--- src/rtl/packer_pkg.sv ---
// Shared definitions for the byte packer.
// Holds the default geometry (byte width, lanes per word, word width), the
// FILL/FULL state encoding and a helper that sizes the lane index.
package packer_pkg;

  localparam int DEF_BYTE_W = 8;
  localparam int DEF_LANES  = 4;
  localparam int WORD_W     = DEF_BYTE_W * DEF_LANES;

  typedef enum logic {
    FILL = 1'b0,
    FULL = 1'b1
  } state_t;

  // A single-lane packer still needs a one-bit index to keep vectors legal.
  function automatic int idx_width(input int lanes);
    return (lanes > 1) ? $clog2(lanes) : 1;
  endfunction

endpackage

--- src/rtl/lane_decoder.sv ---
// Lane write-enable decoder for the byte packer.
// Converts the logical lane index (the order in which bytes arrive) into a
// one-hot write enable over the physical byte positions of the word,
// applying the byte order selected by LITTLE_END.
// Ports:
//   idx      in   IDX_W  logical lane index of the incoming byte
//   en       in   1      input transfer happening this cycle
//   lane_we  out  LANES  one-hot write enable per physical byte position
module lane_decoder
  import packer_pkg::*;
#(
  parameter int LANES      = 4,
  parameter int IDX_W      = 2,
  parameter bit LITTLE_END = 1'b1
) (
  input  logic [IDX_W-1:0] idx,
  input  logic             en,
  output logic [LANES-1:0] lane_we
);

  // Logical lane g lands in byte g (little endian) or in the mirrored byte.
  for (genvar g = 0; g < LANES; g++) begin : g_lane
    localparam int POS = LITTLE_END ? g : (LANES - 1 - g);
    assign lane_we[POS] = en && (idx == IDX_W'(g));
  end

endmodule

--- src/rtl/byte_packer.sv ---
// Byte-stream to word packer.
// Accepts one byte per input transfer and collects LANES bytes into a word.
// A word closes when its last lane is written or when the byte carries
// in_last; lanes never written stay zero because the word register is
// cleared whenever a word opens. While a complete word waits downstream,
// in_ready follows out_ready so a new word can start in the same cycle the
// old one leaves.
// Ports:
//   clk        in   1             rising-edge clock
//   rst_n      in   1             asynchronous active-low reset
//   in_valid   in   1             in_data/in_last valid
//   in_ready   out  1             packer accepts a byte this cycle
//   in_data    in   BYTE_W        input byte
//   in_last    in   1             final byte of a packet, closes the word
//   out_valid  out  1             complete word presented
//   out_ready  in   1             downstream takes the word this cycle
//   out_data   out  BYTE_W*LANES  packed word
//   out_count  out  clog2(LANES)+1 number of valid bytes, 1..LANES
//   out_last   out  1             word holds the final byte of a packet
module byte_packer
  import packer_pkg::*;
#(
  parameter int BYTE_W     = DEF_BYTE_W,
  parameter int LANES      = DEF_LANES,
  parameter bit LITTLE_END = 1'b1
) (
  input  logic                      clk,
  input  logic                      rst_n,
  input  logic                      in_valid,
  output logic                      in_ready,
  input  logic [BYTE_W-1:0]         in_data,
  input  logic                      in_last,
  output logic                      out_valid,
  input  logic                      out_ready,
  output logic [BYTE_W*LANES-1:0]   out_data,
  output logic [$clog2(LANES):0]    out_count,
  output logic                      out_last
);

  localparam int DATA_W = BYTE_W * LANES;
  localparam int IDX_W  = idx_width(LANES);
  localparam int CNT_W  = $clog2(LANES) + 1;

  state_t              state_r;
  state_t              state_s;
  logic [IDX_W-1:0]    idx_r;
  logic [IDX_W-1:0]    idx_s;
  logic [DATA_W-1:0]   data_r;
  logic [DATA_W-1:0]   data_s;
  logic [CNT_W-1:0]    count_r;
  logic [CNT_W-1:0]    count_s;
  logic                last_r;
  logic                last_s;

  logic                in_xfer_s;
  logic                out_xfer_s;
  logic                open_fresh_s;
  logic                close_s;
  logic [IDX_W-1:0]    wr_idx_s;
  logic [LANES-1:0]    lane_we_s;
  logic [DATA_W-1:0]   base_s;
  logic [DATA_W-1:0]   merged_s;

  // Input handshake: always open while filling, pass-through while full, shut in reset.
  always_comb begin
    in_ready = 1'b0;
    case (state_r)
      FILL:    in_ready = rst_n;
      FULL:    in_ready = rst_n & out_ready;
      default: in_ready = 1'b0;
    endcase
  end

  assign in_xfer_s  = in_valid & in_ready;
  assign out_xfer_s = out_valid & out_ready;

  // A byte accepted while full always starts a fresh word at lane 0.
  assign open_fresh_s = (state_r == FULL) & out_xfer_s;
  assign wr_idx_s     = (state_r == FULL) ? '0 : idx_r;
  assign base_s       = open_fresh_s ? '0 : data_r;
  assign close_s      = in_xfer_s & ((wr_idx_s == IDX_W'(LANES - 1)) | in_last);

  lane_decoder #(
    .LANES      (LANES),
    .IDX_W      (IDX_W),
    .LITTLE_END (LITTLE_END)
  ) u_lane_decoder (
    .idx     (wr_idx_s),
    .en      (in_xfer_s),
    .lane_we (lane_we_s)
  );

  // Word image after writing the accepted byte into its decoded lane.
  always_comb begin
    merged_s = base_s;
    for (int i = 0; i < LANES; i++) begin
      merged_s[i*BYTE_W +: BYTE_W] = lane_we_s[i] ? in_data : base_s[i*BYTE_W +: BYTE_W];
    end
  end

  // Next-state logic for the FSM, lane index and word/count/last registers.
  always_comb begin
    state_s = state_r;
    idx_s   = idx_r;
    data_s  = data_r;
    count_s = count_r;
    last_s  = last_r;
    case (state_r)
      FILL: begin
        if (in_xfer_s) begin
          data_s = merged_s;
          if (close_s) begin
            state_s = FULL;
            idx_s   = '0;
            count_s = CNT_W'(wr_idx_s) + CNT_W'(1);
            last_s  = in_last;
          end else begin
            idx_s = idx_r + IDX_W'(1);
          end
        end else begin
          data_s = data_r;
        end
      end
      FULL: begin
        if (out_xfer_s) begin
          if (in_xfer_s) begin
            data_s = merged_s;
            if (close_s) begin
              state_s = FULL;
              idx_s   = '0;
              count_s = CNT_W'(1);
              last_s  = in_last;
            end else begin
              state_s = FILL;
              idx_s   = IDX_W'(1);
            end
          end else begin
            state_s = FILL;
            idx_s   = '0;
            data_s  = '0;
          end
        end else begin
          state_s = FULL;
        end
      end
      default: begin
        state_s = FILL;
        idx_s   = '0;
        data_s  = '0;
        count_s = '0;
        last_s  = 1'b0;
      end
    endcase
  end

  // State and datapath registers; reset discards any word in progress.
  always_ff @(posedge clk or negedge rst_n) begin
    if (!rst_n) begin
      state_r <= FILL;
      idx_r   <= '0;
      data_r  <= '0;
      count_r <= '0;
      last_r  <= 1'b0;
    end else begin
      state_r <= state_s;
      idx_r   <= idx_s;
      data_r  <= data_s;
      count_r <= count_s;
      last_r  <= last_s;
    end
  end

  assign out_valid = (state_r == FULL);
  assign out_data  = data_r;
  assign out_count = count_r;
  assign out_last  = last_r;

endmodule

--- config.mk ---
export PLATFORM = sky130hd
export DESIGN_NAME = byte_packer
export DESIGN_NICKNAME = d
export VERILOG_FILES = /design/src/rtl/packer_pkg.sv /design/src/rtl/lane_decoder.sv /design/src/rtl/byte_packer.sv
export SDC_FILE = /design/constraint.sdc
export NUM_CORES = 1
export LEC_CHECK = 0
export BUFFER_PORTS_ARGS = -buffer_cell sky130_fd_sc_hd__buf_2
export CORE_ASPECT_RATIO = 0.6
export CORE_MARGIN = 8
export CORE_UTILIZATION = 50
export DETAILED_ROUTE_END_ITERATION = 10
export GPL_TIMING_DRIVEN = 0
export PLACE_DENSITY = 0.78
export SLEW_MARGIN = 20
export SYNTH_ARGS = -nofsm -noshare
export SYNTH_HDL_FRONTEND = slang
export SYNTH_SLANG_ARGS = --single-unit
--- constraint.sdc ---
create_clock -name clk -period 4.4 [get_ports clk]
set_input_delay 0.44 -clock clk [delete_from_list [all_inputs] [get_ports clk]]
set_output_delay 0.44 -clock clk [all_outputs]
set_load 0.01 [all_outputs]
==> impl_metrics.py, run 1 <==
metrics = {
    "run_status": {
        "status": "completed",
    },
    "layout": {
        "fin_cells": 254,
        "design_area_um2": 2130,
        "regArea_um2": 976,
        "fillers": 281,
        "fin_nets": 226,
        "multiInputGateArea_um2": 679,
        "area_growth_pct": 22.7,
        "drive_gt1_share_pct": 31.6,
        "n_antenna_cell": 0,
    },
    "route": {
        "drt_wl_total_um": 4030,
        "ant_nets": 0,
        "vias": 1266,
        "drt_iter0_drc": 51,
        "routed_via_density": 4.98,
        "dr.pass1.iters": 4,
        "wire_per_inst_um": 15.9,
        "route.detailed.drc": 0,
    },
    "die": {
        "die_w_um": 92.1,
        "rows": 16,
        "io_pins": 51,
        "core-area_um2": 3280,
        "fp.dieArea_um2": 5680,
        "die_h_um": 61.7,
        "floorplan.initialDensity_pct": 52.9,
    },
    "clock_tree": {
        "post_cts.repair.setup_buffers": 0,
        "clock_sinks": 39,
        "cts_tree": "done",
        "htreeDepth": 2,
        "cts.path.max_buffers": 2,
        "cts_resized": 0,
        "clock_latency_ps": 290,
        "hold_buffers": 0,
        "clkTransAtPathRegs_ps": 70,
        "numCtsBuffers": 5,
        "clock-root-buffer": "clkbuf_8",
    },
    "worst_setup_path": {
        "ff2ff_path_depth": 5,
        "r2r_start": "out_valid$_DFF_PN0_",
        "crit_chain": "nor2b_1 -> ha_1 -> nor2_1 -> nor3_2 -> mux2_2",
        "rrSetupSlack_ps": 2480,
        "cp-start-kind": "flop",
        "cp-end-kind": "flop",
        "arrival_ps": 2090,
        "max_stage_delay_ps": 460,
        "crit_type": "flop to flop",
        "required_ps": 4570,
        "crit_fanout": 8,
        "critPathSlowestCell": "dfrtp_1",
        "r2r-end": "out_count[0]$_DFFE_PN0P_",
    },
    "place": {
        "dp_hpwl_um": 3030,
        "portBuffers": 50,
        "dpl.cell_count": 247,
        "postPlaceCellArea_um2": 2040,
        "place.gp.congestion": 0.819,
    },
    "synthesis": {
        "ys.flop_type": "dfrtp_1",
        "synthMostInstantiatedCell": "dfrtp_1",
        "synth-seq-cells": 39,
        "syn-num-nets": 169,
        "synth_area_leaders": "dfrtp_1, mux2i_1, nand2_1",
        "yosys.area.top_type_share_pct": 56.2,
        "postSynthAreaPerCell_um2": 11.4,
        "synthArstFlopShare_pct": 100,
        "ys_types": 28,
        "yosysWarnings": 0,
        "synth_commonest_cells": "dfrtp_1, nand2_1, mux2i_1",
        "synth-edff-count": 0,
        "yosysSeqAreaShare_pct": 56.2,
        "netlist_area_um2": 1740,
        "synth_top_cell_by_area": "dfrtp_1",
        "synthCells": 152,
    },
    "power": {
        "power.internal_w": 0.000670,
        "seqPwrFrac_pct": 48.5,
        "p_leak_nw": 1.29,
        "vdd_drop_max_uv": 215,
        "pwr-share-clk_pct": 24.4,
        "comb_power_share_pct": 27.1,
        "power_density_nw_per_um2": 459,
        "sw_frac_of_total_pct": 31.4,
        "p_sw_w": 0.000307,
    },
    "hold_path": {
        "hold_class": "input pin to asynchronous set/reset pin",
    },
    "sta": {
        "tightest_slew_ps": 893,
        "slew_viol_final": 0,
        "hold_viol": 0,
        "fin_crit_ps": 1920,
        "fmax_mhz": 521,
        "setup_viol": 0,
        "skew_ps": 5.89,
        "rsz0062_at_grt": "false",
        "maxSlewHeadroom_pct": 40.5,
        "finalSetupTns_ps": 0,
        "period_share_pct": 43.6,
    },
    "grt": {
        "grt_usage_pct": 15.0,
        "gr-total-overflow": 0,
        "grt_pass1_wl_um": 6560,
        "grt_pass1_vias": 1369,
        "antenna_found_initial": 0,
        "grt_max_degree": 43,
    },
    "flow_run": {
        "drv_cap": 0,
    },
}
[registers in the layout, summed over array words and instances, names as in the netlist]
signal	flops
out_data	32
idx_r	2
out_count	3
out_valid	1
out_last	1
[layer usage]
metal | up-vias | routed length, µm | global-route usage (%)
met5 | - | 0 | 0
met2 | 39 | 1860 | 24.6
li1 | 614 | - | -
met4 | 0 | 27 | 4.77
met1 | 608 | 1850 | 17.7
met3 | 5 | 290 | 6.33
[final cells by class]
cell class	instances	area share, %
tap	45	2.64
sequential	39	45.8
buffer	7	1.88
clock inverter	1	0.235
inverter	11	1.94
clock buffer	6	3.88
multi-input combinational	95	31.9
timing repair buffer	50	11.7
[placed cells by master, fill, tap and decap left out, types with 3 or more instances in the layout]
| cell type | count |
|---|---|
| ha_1 | 4 |
| dfrtp_1 | 39 |
| clkbuf_1 | 3 |
| clkbuf_8 | 6 |
| inv_1 | 11 |
| buf_2 | 51 |
| and2b_1 | 3 |
| mux2i_1 | 32 |
| nand2_1 | 34 |
[logic make-up (layout without fill, tap and decap cells)]
logic type               count (synthesis)  in the layout  share of synthesized area [%]
adder cells (fa/ha/maj)                  4              4                           2.88
buffers and inverters                   18             75                           4.68
multiplexers                            34             34                           19.7
AO/OA/AOI/OAI                            7              7                           3.03
flip-flops                              39             39                           56.2
AND/OR/NAND/NOR                         50             50                           13.5
[worst max path at each step]
stage,startpoint,slack (ps),to,cells past startpoint
final,out_valid$_DFF_PN0_,2480,out_count[0]$_DFFE_PN0P_,5
after floorplan,out_valid$_DFF_PN0_,2680,out_count[0]$_DFFE_PN0P_,5
after detailed placement,rst_n,2180,out_count[0]$_DFFE_PN0P_,4
after global placement,rst_n,2280,out_last$_DFFE_PN0P_,6
after global routing,rst_n,2260,out_count[0]$_DFFE_PN0P_,4
after CTS,rst_n,2440,in_ready,3
[power groups by stage]
| stage | Combinational, W | Clock [W] | Sequential, W |
|---|---|---|---|
| after detailed placement | 0.000268 | 0 | 0.000481 |
| final | 0.000265 | 0.000238 | 0.000474 |
| after floorplan | 0.000110 | 0 | 0.000513 |
| after CTS | 0.000270 | 0.000241 | 0.000475 |
| after global placement | 0.000255 | 0 | 0.000477 |
| after global routing | 0.000292 | 0.000259 | 0.000483 |
[worst max-delay path: cells and delay by family, from the launching register on]
family / cells / cell delay, ps
multiplexers: 1 / 370
adder cells (fa/ha/maj): 1 / 280
flip-flops: 1 / 460
AND/OR/NAND/NOR: 3 / 700
[through the flow]
| step | setup WS [ps] | utilization [%] | total power [W] | hold slack [ps] |
|---|---|---|---|---|
| finish | 2480 | 64.9 | 0.000978 | 273 |
| global route | 2260 | 64.9 | 0.00103 | 341 |
| CTS | 2440 | 64.9 | 0.000985 | 305 |
| detailed placement | 2180 | 62.2 | 0.000748 | 485 |
| global placement | 2280 | 62.2 | 0.000732 | 481 |
| floorplan | 2680 | - | 0.000623 | 144 |
Power figures use the tool's default switching activity.
==> run 2, diff against run 1 <==
==> constraint.sdc (replaced) <==
create_clock -name clk -period 1.8 [get_ports clk]
set_input_delay 0.18 -clock clk [delete_from_list [all_inputs] [get_ports clk]]
set_output_delay 0.18 -clock clk [all_outputs]
set_load 0.01 [all_outputs]
==> run 2 against run 1 <==
Against the previous run:
- the flow now finishes with violations (hold timing)
- sequential share of layout area shrank 0.74 points
- non-clock buffer count grew 3
- die area is the same
- critical path type unchanged
- flip-flop and latch count is the same
- critical endpoint unchanged
- count of clock-buffer cells in the layout is the same
- worst hold slack lost 370 ps
- global-route usage grew 0.35 points
- largest power group unchanged
- critical path depth is the same
- fmax grew 9.1%
- utilization grew 1.1 points
- combinational power grew to 2.5 times the previous value
==> impl_metrics.py, run 2 (same netlist as run 1, synthesis figures left out) <==
metrics = {
    "route": {
        "drt_iter0_drc": 32,
        "route.detailed.drc": 0,
        "routed_via_density": 4.99,
        "vias": 1282,
        "dr.pass1.iters": 4,
        "wire_per_inst_um": 16.2,
        "ant_nets": 0,
        "drt_wl_total_um": 4150,
    },
    "layout": {
        "largest_reg_flops": 32,
        "mostFrequentLayoutCell": "buf_2",
        "final_cell_mix": "buf_2, dfrtp_1, nand2_1, mux2i_1, inv_1",
        "n_antenna_cell": 0,
        "fin_nets": 229,
        "drive_gt1_share_pct": 34.4,
        "fin_util_pct": 66.0,
        "fillers": 272,
        "area_growth_pct": 24.9,
        "regArea_um2": 977,
        "fin_cells": 257,
        "multiInputGateArea_um2": 691,
    },
    "power": {
        "p_sw_w": 0.000749,
        "p_leak_nw": 1.31,
        "sw_frac_of_total_pct": 31.2,
        "pwr-share-clk_pct": 23.9,
        "vdd_drop_max_uv": 525,
        "seqPwrFrac_pct": 48.4,
        "comb_power_share_pct": 27.7,
        "power_density_nw_per_um2": 1110,
        "power.internal_w": 0.00166,
    },
    "grt": {
        "grt_pass1_wl_um": 6730,
        "antenna_found_initial": 0,
        "grt_pass1_vias": 1395,
        "gr-total-overflow": 0,
        "grt_usage_pct": 15.3,
        "grt_max_degree": 43,
    },
    "clock_tree": {
        "cts.path.max_buffers": 2,
        "numCtsBuffers": 5,
        "clock_sinks": 39,
        "clkTransAtPathRegs_ps": 70,
        "clock_latency_ps": 280,
        "hold_buffers": 0,
        "htreeDepth": 2,
        "cts_tree": "done",
        "clock-root-buffer": "clkbuf_8",
    },
    "die": {
        "die_w_um": 92.1,
        "io_pins": 51,
        "core-area_um2": 3280,
        "fp.dieArea_um2": 5680,
        "die_h_um": 61.7,
        "rows": 16,
        "floorplan.initialDensity_pct": 52.9,
    },
    "flow_run": {
        "drv_cap": 0,
    },
    "place": {
        "dp_hpwl_um": 3030,
        "dp_slack_ps": -159,
        "place.gp.congestion": 0.819,
        "portBuffers": 50,
        "dpl.cell_count": 247,
    },
    "worst_setup_path": {
        "r2r-end": "out_count[0]$_DFFE_PN0P_",
        "rrSetupSlack_ps": 40,
        "crit_type": "flop to flop",
        "r2r_start": "out_valid$_DFF_PN0_",
        "critPathTopFamily": "simple AND/OR/NAND/NOR gates",
        "max_stage_delay_ps": 470,
        "critPathSlowestCell": "dfrtp_2",
        "cp-start-kind": "flop",
        "crit_fanout": 7,
        "crit_path_end": "out_count[0]$_DFFE_PN0P_",
        "required_ps": 1970,
        "crit_chain": "and2b_2 -> ha_2 -> nor2_1 -> nor3_2 -> mux2_2",
        "arrival_ps": 1930,
        "ff2ff_path_depth": 5,
        "critPathBufInv": 0,
        "cp-end-kind": "flop",
        "critPathLaunch": "out_valid$_DFF_PN0_",
        "cp_num_cells": 5,
    },
    "sta": {
        "holdWs_ps": -100,
        "fmax_mhz": 568,
        "fin_crit_ps": 1760,
        "setup_viol": 0,
        "period_share_pct": 97.8,
        "skew_ps": 5.31,
        "finalSetupTns_ps": 0,
        "maxSlewHeadroom_pct": 63.8,
        "rsz0062_at_grt": "true",
        "slew_viol_final": 0,
        "tightest_slew_ps": 543,
        "fin_ws_ps": 40.2,
        "hold_viol": 39,
    },
    "run_status": {
        "status": "finished, violations left",
        "violations": "hold timing",
    },
    "hold_path": {
        "hold_class": "input pin to asynchronous set/reset pin",
    },
}
==> run 2: area by class of cell <==
class                   instances  area share, %
flip-flops and latches         39           45.1
repair buffers                 53           12.7
plain buffers                   7           1.85
multi-input cells              95           31.9
inverters                      11           1.90
clock buffers                   6           3.81
clock inverters                 1          0.231
well taps                      45           2.60
==> run 2: power groups by stage <==
stage / Clock, W / Sequential, W / Combinational (W)
global placement: 0 / 0.00117 / 0.000624
global route: 0.000633 / 0.00118 / 0.000734
finish: 0.000575 / 0.00116 / 0.000667
CTS: 0.000590 / 0.00116 / 0.000667
floorplan: 0 / 0.00125 / 0.000270
detailed placement: 0 / 0.00117 / 0.000655
==> run 2: stage by stage <==
| step | area [µm²] | power (W) |
|---|---|---|
| global route | 2170 | 0.00255 |
| global placement | 2040 | 0.00179 |
| floorplan | 1740 | 0.00152 |
| finish | 2170 | 0.00240 |
| CTS | 2140 | 0.00242 |
| detailed placement | 2040 | 0.00183 |
==> run 2: what timing repair did <==
action / CTS / global route
buffers inserted: 0 / 3
hold endpoints to repair: 0 / 39
setup endpoints to repair: 2 / 6
pin swaps: 1 / 1
resized for setup: 4 / 2
==> run 2: worst min path at each step <==
stage / from / to / slack, ps
after floorplan: rst_n / idx_r[0]$_DFFE_PN0P_ / -120
after global placement: rst_n / out_data[30]$_DFFE_PN0P_ / 320
after detailed placement: rst_n / out_data[6]$_DFFE_PN0P_ / 350
after CTS: rst_n / out_data[6]$_DFFE_PN0P_ / 40
after global routing: rst_n / out_last$_DFFE_PN0P_ / -60
final: rst_n / out_data[1]$_DFFE_PN0P_ / -100
==> run 2: routing by layer <==
metal | global-route usage, % | share of wire, % | wire [µm]
met5 | 0 | 0 | 0
met4 | 4.77 | 1.8 | 73
met3 | 6.33 | 7.5 | 312
met2 | 25.5 | 46 | 1920
met1 | 17.9 | 44 | 1840
